`src/rtl/mult_pkg.sv`:
```
// Shared definitions for the sequential Booth multiplier: FSM states,
// default operand widths and the step-counter width helper.
package mult_pkg;

  typedef enum logic {
    IDLE = 1'b0,
    RUN  = 1'b1
  } state_e;

  localparam int A_W_DEF = 11;
  localparam int B_W_DEF = 8;

  // The counter must be able to hold B_W itself, not just B_W-1.
  function automatic int cnt_w(input int b_w);
    return $clog2(b_w + 1);
  endfunction

endpackage

```
`src/rtl/booth_step.sv`:
```
// One radix-2 Booth step: conditional add/subtract of M into the accumulator,
// then an arithmetic right shift of {Acc, Q, q-1}.
module booth_step #(
  parameter int A_W = 11,
  parameter int B_W = 8
) (
  input  logic [A_W:0]   acc_i,
  input  logic [B_W-1:0] q_i,
  input  logic           qm1_i,
  input  logic [A_W:0]   m_i,
  output logic [A_W:0]   acc_o,
  output logic [B_W-1:0] q_o,
  output logic           qm1_o
);

  logic [A_W:0] sum;

  always_comb begin
    sum = acc_i;
    case ({q_i[0], qm1_i})
      2'b01:   sum = acc_i + m_i;
      2'b10:   sum = acc_i - m_i;
      default: sum = acc_i;
    endcase
  end

  assign acc_o = {sum[A_W], sum[A_W:1]};
  assign q_o   = {sum[0], q_i[B_W-1:1]};
  assign qm1_o = q_i[0];

endmodule

```
`src/rtl/mult_booth_seq.sv`:
```
// Sequential signed x signed radix-2 Booth multiplier, one step per clock.
// Optional MULT_ZERO_SKIP_EN: zero operands complete in one cycle without RUN.
module mult_booth_seq
  import mult_pkg::*;
#(
  parameter int A_W = A_W_DEF,
  parameter int B_W = B_W_DEF
) (
  input  logic               clk,
  input  logic               rst_n,
  input  logic               start,
  input  logic [A_W-1:0]     n1,
  input  logic [B_W-1:0]     n2,
  output logic               busy,
  output logic               done,
  output logic [A_W+B_W-1:0] result
);

  localparam int CW  = cnt_w(B_W);
  localparam int P_W = A_W + B_W;

  state_e           state_q, state_d;
  logic [A_W:0]     m_q, m_d;
  logic [A_W:0]     acc_q, acc_d;
  logic [B_W-1:0]   q_q, q_d;
  logic             qm1_q, qm1_d;
  logic [CW-1:0]    cnt_q, cnt_d;
  logic             busy_q, busy_d;
  logic             done_q, done_d;
  logic [P_W-1:0]   result_q, result_d;

  logic [A_W:0]     acc_s;
  logic [B_W-1:0]   q_s;
  logic             qm1_s;
  logic [P_W:0]     prod_s;
  logic             skip;
  logic             last_step;

  booth_step #(.A_W(A_W), .B_W(B_W)) u_step (
    .acc_i (acc_q),
    .q_i   (q_q),
    .qm1_i (qm1_q),
    .m_i   (m_q),
    .acc_o (acc_s),
    .q_o   (q_s),
    .qm1_o (qm1_s)
  );

`ifdef MULT_ZERO_SKIP_EN
  assign skip = (n1 == '0) || (n2 == '0);
`else
  assign skip = 1'b0;
`endif

  assign last_step = (cnt_q == CW'(B_W - 1));
  // Acc carries one guard bit; the product is the low P_W bits of {Acc, Q}.
  assign prod_s    = {acc_s, q_s};

  always_ff @(posedge clk or negedge rst_n) begin
    if (!rst_n) begin
      state_q  <= IDLE;
      m_q      <= '0;
      acc_q    <= '0;
      q_q      <= '0;
      qm1_q    <= 1'b0;
      cnt_q    <= '0;
      busy_q   <= 1'b0;
      done_q   <= 1'b0;
      result_q <= '0;
    end else begin
      state_q  <= state_d;
      m_q      <= m_d;
      acc_q    <= acc_d;
      q_q      <= q_d;
      qm1_q    <= qm1_d;
      cnt_q    <= cnt_d;
      busy_q   <= busy_d;
      done_q   <= done_d;
      result_q <= result_d;
    end
  end

  always_comb begin
    state_d = state_q;
    case (state_q)
      IDLE:    if (start && !skip) state_d = RUN;
      RUN:     if (last_step) state_d = IDLE;
      default: state_d = IDLE;
    endcase
  end

  always_comb begin
    m_d      = m_q;
    acc_d    = acc_q;
    q_d      = q_q;
    qm1_d    = qm1_q;
    cnt_d    = cnt_q;
    busy_d   = busy_q;
    done_d   = 1'b0;
    result_d = result_q;
    case (state_q)
      IDLE: begin
        if (start) begin
          if (skip) begin
            result_d = '0;
            done_d   = 1'b1;
          end else begin
            m_d    = {n1[A_W-1], n1};
            acc_d  = '0;
            q_d    = n2;
            qm1_d  = 1'b0;
            cnt_d  = '0;
            busy_d = 1'b1;
          end
        end
      end
      RUN: begin
        acc_d = acc_s;
        q_d   = q_s;
        qm1_d = qm1_s;
        cnt_d = CW'(cnt_q + 1'b1);
        if (last_step) begin
          result_d = prod_s[P_W-1:0];
          done_d   = 1'b1;
          busy_d   = 1'b0;
        end
      end
      default: ;
    endcase
  end

  assign busy   = busy_q;
  assign done   = done_q;
  assign result = result_q;

endmodule

```
`config.mk`:
```
export PLATFORM = sky130hd
export DESIGN_NAME = mult_booth_seq
export DESIGN_NICKNAME = d
export VERILOG_FILES = /design/src/rtl/mult_pkg.sv /design/src/rtl/booth_step.sv /design/src/rtl/mult_booth_seq.sv
export SDC_FILE = /design/constraint.sdc
export NUM_CORES = 1
export LEC_CHECK = 0
export ABC_AREA = 1
export CORE_ASPECT_RATIO = 1.4
export CORE_MARGIN = 8
export CORE_UTILIZATION = 48
export CTS_BUF_LIST = sky130_fd_sc_hd__clkbuf_4 sky130_fd_sc_hd__clkbuf_8 sky130_fd_sc_hd__clkbuf_16
export DETAILED_ROUTE_END_ITERATION = 7
export GPL_TIMING_DRIVEN = 0
export PLACE_DENSITY = 0.83
export SLEW_MARGIN = 20
export SYNTH_ARGS = -nofsm -noshare
export SYNTH_HDL_FRONTEND = slang
export SYNTH_SLANG_ARGS = --single-unit
```
`constraint.sdc`:
```
create_clock -name clk -period 2.5 [get_ports clk]
set_input_delay 0.5 -clock clk [delete_from_list [all_inputs] [get_ports clk]]
set_output_delay 0.5 -clock clk [all_outputs]
set_load 0.03 [all_outputs]
```
==> qor.txt <==
LOGIC SYNTHESIS
------------------------------------------------------------------------------
Count of mapped cells out of synthesis                                     410
Post-Syn Area                                                        3219 um^2
Post-synthesis sequential element count                                     57
Sequential fraction of the synthesis area                               44.31%
Top FF cell, synth                                                     dfrtp_1
Syn Nets                                                                   447
Count of unique library cells instantiated by Yosys                         40
Mean instance size in the synthesized netlist                       7.852 um^2
Synth async-reset ratio                                                 100.0%
Number of synthesis warnings                                                 0
Library cell with the largest summed area after synthesis              dfrtp_1
Ranking of synthesized cells by area                              dfrtp_1, nand2_1, inv_1
Share of the synthesized area in the top cell type                      44.31%
Number of synthesized flops with an enable pin                               0

FLOORPLANNING
------------------------------------------------------------------------------
Die area                                                             9621 um^2
Core footprint                                                       6525 um^2
Number of top-level design ports                                            43
Die Y-Extent                                                          112.9 um
Chip width                                                            85.22 um
Starting utilization of the core area                                   49.34%
Site Rows                                                                   35

TIMING
------------------------------------------------------------------------------
Setup total negative slack                                         -0.01667 ns
Post-layout min period                                                2.512 ns
Crit share post-route                                                   100.5%
Unrepaired setup endpoints after global routing                           true
Least setup slack across all paths after layout                    -0.01196 ns
Highest clock frequency the design can meet                         0.3981 GHz
Count of pins over their slew limit                                          0
Worst max-slew margin expressed relative to the limit                   51.54%
Final Hold Viols                                                             0
Actual slew at the worst max-slew pin                                0.7269 ns
Setup violation total in the final timing report                             2
Setup skew after layout                                            0.008398 ns

DETAILED ROUTING
------------------------------------------------------------------------------
Met1 WL                                                                3101 um
Total wire length                                                      8254 um
Mean number of vias per cell                                             5.261
DR DRC count                                                                 0
Total number of vias                                                      2899
Met3 wire length                                                        362 um
Highest metal layer with signal wires                                     met4
DRT Pass-1 Iters                                                             4
Antenna viol nets, final                                                     0
Mean routed wirelength per cell                                       14.98 um
Met2 wire length                                                       4601 um
Violation count after the first detailed-routing iteration                 128

WORST SETUP PATH
------------------------------------------------------------------------------
Nature of the critical path endpoint                                  register
Crit-path leading delay family                                    simple AND/OR/NAND/NOR gates
Maximum net fanout on the critical path                                      3
Ordered list of cells on the worst path                           inv_2 > ha_4 > nand2_4 > o31ai_4 > o21ai_1 > xor2_1 > inv_1 > ha_4 > nand2_4 > nor2_4 > nand2_2 > nor2_1 > nor2_1 > nand2_1 > nand3_1 > nand2_1 > nand2_2 > nand2_1 > nand2_1
Cell repeated most along the worst path                                nand2_1
Required @ worst endpoint                                              2.73 ns
Critical path's slowest cell                                           dfrtp_1
Critical path class                                                 reg -> reg
Crit path largest cell delay                                           0.39 ns
Crit path DAT                                                          2.74 ns
Startpoint type of the worst setup path                               register
Buffer and inverter count on the worst path                                  2

JOB
------------------------------------------------------------------------------
Number of violations of the max-capacitance limit                            0

LAYOUT
------------------------------------------------------------------------------
Final Instance Area                                                  4238 um^2
Area growth from synthesis to final layout                              31.64%
Final design utilization                                                64.95%
Fraction of final layout cells sized beyond drive strength 1            20.75%
Combined area of the multi-input logic cells                         1770 um^2
Number of filler instances in the final layout                             495
Nets                                                                       510
Sequential cell area                                                 1426 um^2
Antenna diode instance count                                                 0

CLOCK TREE
------------------------------------------------------------------------------
Maximum clock path buffer count                                              2
Cell chosen for the clock root                                        clkbuf_8
Clock sink total                                                            57
CTS tree                                                                   yes
Quantity of hold-fixing buffers added after cts                              0
CTS clk-pin slew, worst paths                                          0.07 ns
Number of H-tree levels                                                      3
Number of buffers added by the clock tree synthesis step                     9
Insertion delay of the later-clocked pin in the worst-skew pair        0.34 ns

PLACE
------------------------------------------------------------------------------
Estimated wirelength of the detail-placed design                       5866 um
Post-Place Worst Slack                                              -0.2953 ns
Total placed instance area                                           3730 um^2
Port bufs                                                                   42
Routability congestion estimate                                         0.9577

RUN STATUS
------------------------------------------------------------------------------
Failing checks                                                    setup timing
Outcome                                                           finished, violations left

GLOBAL ROUTE
------------------------------------------------------------------------------
Global-route congestion overflow total                                       0
Number of global-route vias before repair                                 3022
Tot GR Track Use                                                        17.64%
Global-route wire length before repair                                13500 um
Antenna violations before repair                                             0
Largest net degree at the start of global routing                           58

MIN PATH
------------------------------------------------------------------------------
HP Class                                                           in -> async

-- timing repair --
action,CTS,global route
buffers inserted,5,5
pin swaps,5,25
endpoints found under the setup margin,14,16
gates resized for setup,20,43
-- routing by layer --
metal	up-vias	GRT usage (%)
li1	1428	-
met1	1377	17.72
met2	75	33.00
met3	19	4.496
met4	0	7.757
met5	-	0
-- cell type report --
class	count	share of cell area (%)
plain buffers	12	1.417
clock buffers	10	3.248
clock inverters	5	0.7676
inverters	59	5.314
multi-input cells	282	41.78
flip-flops and latches	57	33.66
well taps	74	2.185
repair buffers	52	11.63
-- cells in the mapped netlist, types with 2 or more instances --
library cell  instances
nand2_1             139
dfrtp_1              57
inv_1                55
o21ai_0              26
nand3_1              21
ha_1                 14
nor2_1               13
a21oi_1               8
o21ai_1               7
o221ai_1              7
clkbuf_1              6
xor2_1                6
nor2_2                5
xnor2_1               5
nand2_2               4
buf_2                 3
nand4_1               3
o21ai_2               3
a22oi_1               2
clkinv_1              2
inv_2                 2
nor3_1                2
nor3_2                2
o22ai_1               2
-- sequential cells by signal (all words and copies together), names as in the netlist --
register  count
state_q       1
result       19
busy          1
cnt_q         4
done          1
q_q           8
acc_q        11
qm1_q         1
m_q          11
-- path summary, 6_finish.rpt --
check                           start  depth (start not counted)  slack, ns    endpoint
max                            m_q[0]                         19      -0.01  result[18]
max in group asynchronous       rst_n                          1       1.79    acc_q[4]
max reg2reg                    m_q[0]                         19      -0.01  result[18]
min                             rst_n                          1       0.20      m_q[6]
min reg2reg                result[15]                          2       0.48  result[15]
min in group clk           result[15]                          2       0.48  result[15]
-- cell usage in the layout, fill, tap and decap left out, types with 10 or more instances in the layout --
| cell type | synthesis | routed |
|---|---|---|
| nand2_1 | 139 | 122 |
| nor2_1 | 13 | 12 |
| buf_4 | 1 | 12 |
| clkdlybuf4s50_1 | 0 | 41 |
| inv_1 | 55 | 47 |
| nand2_2 | 4 | 18 |
| dfrtp_1 | 57 | 57 |
| nand3_1 | 21 | 18 |
| ha_4 | 0 | 10 |
| clkbuf_8 | 0 | 10 |
| o21ai_0 | 26 | 21 |
-- metrics by stage --
stage          hold WS, ns  std cells
2_1_floorplan       0.2044        410
5_1_grt             0.2608        551
3_5_place_dp        0.4644        526
6_report            0.2041        551
4_1_cts             0.2327        546
3_3_place_gp        0.4629        526
-- logic make-up (layout without fill, tap and decap cells) --
group / after synthesis / after routing / share of synthesized area, %
flip-flops: 57 / 57 / 44.31
buffers and inverters: 71 / 138 / 8.745
XOR/XNOR: 11 / 11 / 2.993
adder cells (fa/ha/maj): 15 / 15 / 6.063
multiplexers: 1 / 1 / 0.3109
AND/OR/NAND/NOR: 193 / 193 / 25.22
AO/OA/AOI/OAI: 62 / 62 / 12.36
-- worst reg2reg max path: stages, from the launching register on --
cell and delay (ns):
dfrtp_1 0.39, inv_2 0.08, ha_4 0.14, nand2_4 0.06
o31ai_4 0.27, o21ai_1 0.12, xor2_1 0.15, inv_1 0.09
ha_4 0.29, nand2_4 0.06, nor2_4 0.12, nand2_2 0.06
nor2_1 0.08, nor2_1 0.04, nand2_1 0.10, nand3_1 0.08
nand2_1 0.08, nand2_2 0.06, nand2_1 0.06, nand2_1 0.05
Power is not shown: default switching activity piles up to over one toggle a cycle in this logic, so the estimate is an artifact.
